===== src/rtl/motor_dir_guard_if.sv =====
// Motor direction guard bus: controller-side commands in, guarded H-bridge drive out.
// master: motor controller / bench (drives *_in, observes guarded outputs)
// slave : motor_dir_guard (reads *_in, drives guarded outputs)
interface motor_dir_guard_if;
    logic       en_a_in;
    logic       en_b_in;
    logic [1:0] dir_a_in;
    logic [1:0] dir_b_in;
    logic       en_a_out;
    logic       en_b_out;
    logic [1:0] dir_a_out;
    logic [1:0] dir_b_out;
    logic       blank_a;
    logic       blank_b;
    logic [7:0] rev_count;

    modport master (
        output en_a_in, en_b_in, dir_a_in, dir_b_in,
        input  en_a_out, en_b_out, dir_a_out, dir_b_out, blank_a, blank_b, rev_count
    );

    modport slave (
        input  en_a_in, en_b_in, dir_a_in, dir_b_in,
        output en_a_out, en_b_out, dir_a_out, dir_b_out, blank_a, blank_b, rev_count
    );
endinterface


===== src/rtl/motor_dir_guard.sv =====
// Dead-time guard for a two-channel H-bridge. Any direction change on a channel
// forces its enable low for DEAD_CYCLES cycles before the new direction is applied.
// Ports: clock, reset (sync, active-high), bus (slave modport):
//   en_x_in/dir_x_in  -> controller commands, dir 2'b11 treated as coast (00)
//   en_x_out/dir_x_out -> guarded bridge drive, blank_x high while not in RUN
//   rev_count          -> saturating count of direction-change events
module motor_dir_guard #(
    parameter int unsigned DEAD_CYCLES = 100000,
    parameter int unsigned CNT_W       = 20
) (
    input  logic             clock,
    input  logic             reset,
    motor_dir_guard_if.slave bus
);

    localparam logic [CNT_W-1:0] DEAD_CNT = CNT_W'(DEAD_CYCLES);
    localparam int unsigned      NUM_CH   = 2;

    typedef enum logic [1:0] {
        ST_RUN    = 2'd0,
        ST_BLANK  = 2'd1,
        ST_SWITCH = 2'd2
    } state_e;

    state_e           state_q   [NUM_CH];
    logic [CNT_W-1:0] cnt_q     [NUM_CH];
    logic [1:0]       dir_q     [NUM_CH];
    logic [1:0]       dir_out_q [NUM_CH];
    logic             en_out_q  [NUM_CH];
    logic             blank_q   [NUM_CH];
    logic [7:0]       rev_q;
    logic [7:0]       rev_d;

    logic             en_in     [NUM_CH];
    logic [1:0]       dir_n     [NUM_CH];
    logic [CNT_W-1:0] cnt_inc   [NUM_CH];
    logic             change    [NUM_CH];

    // 2'b11 would short the bridge leg; treat it as coast.
    function automatic logic [1:0] norm_dir(input logic [1:0] d);
        return (d == 2'b11) ? 2'b00 : d;
    endfunction

    assign en_in[0] = bus.en_a_in;
    assign en_in[1] = bus.en_b_in;
    assign dir_n[0] = norm_dir(bus.dir_a_in);
    assign dir_n[1] = norm_dir(bus.dir_b_in);

    // Per-channel helpers: next counter value and RUN->BLANK detection.
    for (genvar ch = 0; ch < NUM_CH; ch++) begin : g_ch
        assign cnt_inc[ch] = cnt_q[ch] + CNT_W'(1);
        assign change[ch]  = (state_q[ch] == ST_RUN) && (dir_n[ch] != dir_q[ch]);
    end

    // Saturating add of 0, 1 or 2 new reversal events.
    always_comb begin
        logic [8:0] sum;
        rev_d = rev_q;
        sum   = {1'b0, rev_q} + 9'(change[0]) + 9'(change[1]);
        rev_d = (sum > 9'd255) ? 8'hFF : sum[7:0];
    end

    // Channel FSMs and reversal counter.
    always_ff @(posedge clock) begin
        if (reset) begin
            for (int ch = 0; ch < NUM_CH; ch++) begin
                state_q[ch]   <= ST_RUN;
                cnt_q[ch]     <= '0;
                dir_q[ch]     <= 2'b00;
                dir_out_q[ch] <= 2'b00;
                en_out_q[ch]  <= 1'b0;
                blank_q[ch]   <= 1'b0;
            end
            rev_q <= 8'd0;
        end else begin
            for (int ch = 0; ch < NUM_CH; ch++) begin
                case (state_q[ch])
                    ST_RUN: begin
                        dir_out_q[ch] <= dir_q[ch];
                        if (change[ch]) begin
                            state_q[ch]  <= ST_BLANK;
                            en_out_q[ch] <= 1'b0;
                            cnt_q[ch]    <= CNT_W'(1);
                            blank_q[ch]  <= 1'b1;
                        end else begin
                            en_out_q[ch] <= en_in[ch];
                        end
                    end
                    ST_BLANK: begin
                        // Counter is never restarted here; only the input seen
                        // on the exit edge becomes the new direction.
                        en_out_q[ch] <= 1'b0;
                        if (cnt_inc[ch] == DEAD_CNT) begin
                            state_q[ch]   <= ST_SWITCH;
                            dir_q[ch]     <= dir_n[ch];
                            dir_out_q[ch] <= dir_n[ch];
                            cnt_q[ch]     <= '0;
                        end else begin
                            cnt_q[ch] <= cnt_inc[ch];
                        end
                    end
                    ST_SWITCH: begin
                        // Enable resumes on the edge leaving SWITCH.
                        state_q[ch]   <= ST_RUN;
                        en_out_q[ch]  <= en_in[ch];
                        dir_out_q[ch] <= dir_q[ch];
                        blank_q[ch]   <= 1'b0;
                    end
                    default: begin
                        state_q[ch]  <= ST_RUN;
                        en_out_q[ch] <= 1'b0;
                        cnt_q[ch]    <= '0;
                        blank_q[ch]  <= 1'b0;
                    end
                endcase
            end
            rev_q <= rev_d;
        end
    end

    assign bus.en_a_out  = en_out_q[0];
    assign bus.en_b_out  = en_out_q[1];
    assign bus.dir_a_out = dir_out_q[0];
    assign bus.dir_b_out = dir_out_q[1];
    assign bus.blank_a   = blank_q[0];
    assign bus.blank_b   = blank_q[1];
    assign bus.rev_count = rev_q;

endmodule


===== src/flat_wrapper.sv =====
// flat-port wrapper written by rule: the top's interface ports become plain ports
module motor_dir_guard_flat 
#(
    parameter int unsigned DEAD_CYCLES = 100000,
    parameter int unsigned CNT_W       = 20
)
  (clock, reset, bus_en_a_in, bus_en_b_in, bus_dir_a_in, bus_dir_b_in, bus_en_a_out, bus_en_b_out, bus_dir_a_out, bus_dir_b_out, bus_blank_a, bus_blank_b, bus_rev_count);
  motor_dir_guard_if bus_i ();
  input  logic clock;
  input  logic reset;
  input wire logic [$bits(bus_i.en_a_in)-1:0] bus_en_a_in;
  input wire logic [$bits(bus_i.en_b_in)-1:0] bus_en_b_in;
  input wire logic [$bits(bus_i.dir_a_in)-1:0] bus_dir_a_in;
  input wire logic [$bits(bus_i.dir_b_in)-1:0] bus_dir_b_in;
  output wire logic [$bits(bus_i.en_a_out)-1:0] bus_en_a_out;
  output wire logic [$bits(bus_i.en_b_out)-1:0] bus_en_b_out;
  output wire logic [$bits(bus_i.dir_a_out)-1:0] bus_dir_a_out;
  output wire logic [$bits(bus_i.dir_b_out)-1:0] bus_dir_b_out;
  output wire logic [$bits(bus_i.blank_a)-1:0] bus_blank_a;
  output wire logic [$bits(bus_i.blank_b)-1:0] bus_blank_b;
  output wire logic [$bits(bus_i.rev_count)-1:0] bus_rev_count;
  assign bus_i.en_a_in = bus_en_a_in;
  assign bus_i.en_b_in = bus_en_b_in;
  assign bus_i.dir_a_in = bus_dir_a_in;
  assign bus_i.dir_b_in = bus_dir_b_in;
  assign bus_en_a_out = bus_i.en_a_out;
  assign bus_en_b_out = bus_i.en_b_out;
  assign bus_dir_a_out = bus_i.dir_a_out;
  assign bus_dir_b_out = bus_i.dir_b_out;
  assign bus_blank_a = bus_i.blank_a;
  assign bus_blank_b = bus_i.blank_b;
  assign bus_rev_count = bus_i.rev_count;
  motor_dir_guard #(.DEAD_CYCLES(DEAD_CYCLES), .CNT_W(CNT_W)) u_core (.clock(clock), .reset(reset), .bus(bus_i));
endmodule

===== config.mk =====
export PLATFORM = sky130hd
export DESIGN_NAME = motor_dir_guard_flat
export DESIGN_NICKNAME = d
export VERILOG_FILES = /design/src/rtl/motor_dir_guard_if.sv /design/src/rtl/motor_dir_guard.sv /design/src/flat_wrapper.sv
export SDC_FILE = /design/constraint.sdc
export NUM_CORES = 1
export LEC_CHECK = 0
export CORE_MARGIN = 5
export CORE_UTILIZATION = 59
export CTS_CLUSTER_DIAMETER = 120
export CTS_CLUSTER_SIZE = 40
export DETAILED_ROUTE_END_ITERATION = 8
export PLACE_DENSITY = 0.79
export SLEW_MARGIN = 20
export SYNTH_ARGS = -nofsm -noshare
export SYNTH_HDL_FRONTEND = slang
export SYNTH_SLANG_ARGS = --single-unit

===== constraint.sdc =====
create_clock -name clock -period 3.1 [get_ports clock]
set_input_delay 0.62 -clock clock [delete_from_list [all_inputs] [get_ports clock]]
set_output_delay 0.62 -clock clock [all_outputs]
set_load 0.005 [all_outputs]

# After elaboration in Yosys (flattened, before gate mapping)
# Memory sizes are Yosys's and may differ from the RTL's.
# Index checks and enable logic that the tools add are counted.
dict set report word_totals {
  register_bits 8
  latchBits 0
  mem_bits_rw 56
  rom_bits 0
  inputBits 8
  output_inout_bits 16
  memories 6
}
dict set report op_classes {
  addsub 4
  n_mul 0
  div_mod_pow 0
  magnitude_cmp 1
  n_eq_ne 10
  shift 0
  muxes 101
  n_bitwise 40
  n_reduce_logical 6
}
# memory depth word_bits rd rd_ports_with_merged_regs write_ports line_no
set memory_table {}
lappend memory_table {u_core.cnt_q 2 20 2 0 2 motor_dir_guard.sv:26} ;# logic [CNT_W-1:0] cnt_q [NUM_CH];
lappend memory_table {u_core.dir_out_q 2 2 2 0 2 motor_dir_guard.sv:28} ;# logic [1:0] dir_out_q [NUM_CH];
lappend memory_table {u_core.dir_q 2 2 2 0 2 motor_dir_guard.sv:27} ;# logic [1:0] dir_q [NUM_CH];
lappend memory_table {u_core.state_q 2 2 2 0 2 motor_dir_guard.sv:25} ;# state_e state_q [NUM_CH];
lappend memory_table {u_core.blank_q 2 1 2 0 2 motor_dir_guard.sv:30} ;# logic blank_q [NUM_CH];
lappend memory_table {u_core.en_out_q 2 1 2 0 2 motor_dir_guard.sv:29} ;# logic en_out_q [NUM_CH];
# op n
set ops {}
lappend ops {{$mux 20} 8}
lappend ops {{$mux 1} 74}
lappend ops {{$add 20x1->20 const B} 2}
lappend ops {{$eq 20x17->1 const B} 2}
lappend ops {{$or 1x1->1} 40}
lappend ops {{$mux 2} 18}
lappend ops {{$add 8x1->9} 1}
lappend ops {{$add 9x1->9} 1}
lappend ops {{$gt 9x8->1 const B} 1}
lappend ops {{$eq 2x2->1 const B} 4}
lappend ops {{$mux 8} 1}
lappend ops {{$reduce_or 3->1} 2}
lappend ops {{$eq 2x1->1 const B} 2}
lappend ops {{$logic_not 2->1} 2}
lappend ops {{$ne 2x2->1} 2}
lappend ops {{$logic_and 1x1->1} 2}

# Longest topological paths before layout
dict set report depth {
  word_depth 13
  depth_mapped 10
  ltp_nobuf 10
}

# Least setup slack after synthesis
# OpenSTA, ideal clock, no wires.
dict set report synth_path {
  path_type {register -> register}
  start {memory u_core.cnt_q[0][0]}
  end {memory u_core.dir_out_q[0][0], enable pin}
  setup_time_ps 329
  arrival_time_ps 2465
  required_ps 2771
  slack_ps 306
  stages_incl_launch_ff 10
  n_path_buf 1
  period_less_slack_ps 2794
  cell_sequence {edfxtp_1 -> ha_1 -> nand4_1 -> or3_1 -> clkbuf_1 -> nor3b_1 -> a2bb2oi_1 -> nand2_1 -> o21bai_2 -> a21boi_0}
}
# item line_no
set synth_rtl {}
lappend synth_rtl {{start: declaration} motor_dir_guard.sv:26}
lappend synth_rtl {{end: declaration} motor_dir_guard.sv:28}

==> qor.csv <==
metric,value,unit
Achievable Freq,341,MHz
share of cells above drive strength 1,0.0782,
Ys Warns,0,
"commonest non-fill, non-tap cells in the layout","nor2_1 (64), edfxtp_1 (54), xor2_1 (23), clkdlybuf4s50_1 (23), nand3_1 (22)",
Synth async-reset ratio,0,
"Clk Latency, worst-skew pair",340,ps
maximum VDD drop,0.405,mV
Crit Path Class,reg -> reg,
CTS tree,yes,
DIE WIDTH,89.7,microns
Post-Route WL,7220,microns
sequential share of the synthesized area,0.486,
number of port buffers,23,
die span in y,89.7,microns
Worst Reg-to-Reg Cells,8,
power share of the combinational group,0.187,
WP data arrival,2940,ps
Main synth FF type,edfxtp_1,
H-tree depth,3,
flop-to-flop setup slack,170,ps
antenna violations before repair,0,
Worst Path Max Fanout,6,
max cap viols,0,
Yosys reg bits,64,
Antenna Nets Post-Route,0,
period utilization,0.946,
DIE AREA,0.00805,sq mm
clock power share,0.292,
fin nets,431,
Vias,2874,
CTS Buffer Depth,2,
postcts setup bufs,0,
P_leak,1.52,nW
Synth Cell Area,0.00375,sq mm
Crit. End Element,flop,
setup TNS,0,ps
Post-CTS Resized,0,
pin slew with the least headroom to its limit,501,ps
gpl congestion,0.892,
Cells after Synth,380,
Worst slew margin,0.666,
Wirelength per Cell,14.5,microns
Final Max Slew Viols,0,
Final Hold Viols,0,
design internal power,1.64,mW
WP data required,3110,ps
run status,"finished, final reports clean",
"Distinct cells, synth",56,
antenna cells,0,
first-pass GRT wire length,12100,microns
area delta synth->final,15.0,%
hold_buf cts,0,
grt ovf,0,
vias in the first global route,2707,
hold_ws,510,ps
worst r2r src,u_core.cnt_q[0][0]$_SDFFCE_PP0P_,
Layout fillers,461,
pin count of the biggest net entering global routing,22,
RSZ-0062 raised after global routing,no,
GRT Overall Usage,0.194,
root buf cell,clkbuf_8,
Worst setup SP type,flop,
Mapped Avg Cell Area,9.86,sq um
Switching Fraction,0.286,
hpwl dp,5040,microns
row count,29,
core area,0.00628,sq mm
DRC violations left,0,
clock skew,8.04,ps
Setup crit start,u_core.cnt_q[0][0]$_SDFFCE_PP0P_,
CTS sink count,64,
Pwr Density,534,mW/mm^2
Initial Utilization,0.597,
DRT iter0 DRCs,128,
Sw Pwr,0.658,mW
cts bufs inserted,9,
Top Ports,24,
FF-to-FF End,u_core.dir_out_q[0][1]$_SDFFCE_PP0P_,
"most common cell after layout, fill and taps aside",nor2_1,
Period minus WS final,2930,ps
Reg power frac,0.521,
Vias/cell,5.76,
worst setup path endpoint,u_core.dir_out_q[0][1]$_SDFFCE_PP0P_,
drt first pass iters,4,
HP Class,reg -> reg,
clk slew on worst S/H paths,70,ps
Final Setup Violations,0,
Post-synth EDFFs,54,
## state kept, by name, indices dropped and copies added (netlist names)
signal / cells
u_core.state_q: 4
u_core.dir_out_q: 4
u_core.dir_q: 4
u_core.blank_q: 2
u_core.cnt_q: 40
u_core.bus.rev_count: 8
u_core.en_out_q: 2
## power by group through the flow
| stage | clock, mW | sequential (mW) | combinational [mW] |
|---|---|---|---|
| 6_report | 0.672 | 1.20 | 0.431 |
| 5_1_grt | 0.724 | 1.22 | 0.478 |
| 4_1_cts | 0.682 | 1.20 | 0.433 |
| 3_5_place_dp | 0 | 1.22 | 0.428 |
| 3_3_place_gp | 0 | 1.21 | 0.421 |
| 2_1_floorplan | 0 | 1.19 | 0.281 |
## critical path, stage by stage, from the launching register on
cell and delay (ps):
edfxtp_1 360, ha_1 280, a21boi_0 420, a31oi_1 140, o31a_1 330, nor4_1 400
nand2_1 120, o21bai_2 180, a21boi_0 370
## Yosys cell counts, types with 3 or more instances
cell type / n / share of area
nor2_1: 64 / 0.064
edfxtp_1: 54 / 0.43
xor2_1: 23 / 0.054
nand3_1: 22 / 0.029
a21oi_1: 21 / 0.028
nand2_1: 20 / 0.020
xnor2_1: 20 / 0.047
inv_1: 15 / 0.015
nor3_1: 11 / 0.015
dfxtp_1: 10 / 0.053
and3_1: 8 / 0.013
nand2b_1: 8 / 0.013
nand4_1: 8 / 0.013
nor2b_1: 7 / 0.012
clkbuf_1: 6 / 0.0060
nor3b_1: 6 / 0.012
or3_1: 6 / 0.010
a21boi_0: 5 / 0.010
ha_1: 5 / 0.017
o21ai_0: 5 / 0.0067
a31oi_1: 4 / 0.0067
and2_1: 4 / 0.0067
a211oi_1: 3 / 0.0060
buf_2: 3 / 0.0040
nor4_1: 3 / 0.0050
o22ai_1: 3 / 0.0050
## how the worst min path moves through the flow
| stage | from | to | cells past startpoint |
|---|---|---|---|
| 6_report | u_core.blank_q[1]$_SDFFE_PP0P_ | u_core.blank_q[1]$_SDFFE_PP0P_ | 2 |
| 5_1_grt | u_core.blank_q[1]$_SDFFE_PP0P_ | u_core.blank_q[1]$_SDFFE_PP0P_ | 2 |
| 4_1_cts | u_core.blank_q[1]$_SDFFE_PP0P_ | u_core.blank_q[1]$_SDFFE_PP0P_ | 2 |
| 3_5_place_dp | u_core.blank_q[1]$_SDFFE_PP0P_ | u_core.blank_q[1]$_SDFFE_PP0P_ | 2 |
| 3_3_place_gp | u_core.blank_q[1]$_SDFFE_PP0P_ | u_core.blank_q[1]$_SDFFE_PP0P_ | 2 |
| 2_1_floorplan | u_core.blank_q[1]$_SDFFE_PP0P_ | u_core.blank_q[1]$_SDFFE_PP0P_ | 2 |
## logic make-up (layout without fill, tap and decap cells)
logic type | Yosys count | in the layout | synth area share
simple gates | 184 | 184 | 0.263
flops | 64 | 64 | 0.486
compound gates | 56 | 56 | 0.0975
xor+xnor | 43 | 43 | 0.101
buf+inv | 26 | 67 | 0.0300
fa+ha+maj | 6 | 6 | 0.0220
other cells | 1 | 2 | 0.00100
## stage by stage
stage,setup WS (ps),utilization,cell area [sq um],power (mW),instances
finish,167,0.686,4310,2.30,499
global placement,86.7,0.658,4130,1.63,483
CTS,200,0.686,4310,2.31,499
global route,35.6,0.686,4310,2.42,499
detailed placement,24.2,0.658,4130,1.64,483
floorplan,306,-,3750,1.47,381
## layout make-up
class,count,area (sq um),share of cell area
timing repair buffer,36,340,0.0790
clock buffer,10,128,0.0296
multi-input combinational,291,1820,0.422
inverter,15,56.3,0.0131
sequential,64,1820,0.423
tap,77,96.3,0.0224
clock inverter,6,50.0,0.0116
## routing by layer
layer,wire [microns],global-route usage,up-vias,share of wire
li1,-,-,1441,-
met1,3300,0.251,1370,0.46
met2,3560,0.318,50,0.49
met3,198,0.0328,13,0.027
met4,158,0.0920,0,0.022
met5,0,0,-,0
(Power assumes the default switching activity.)
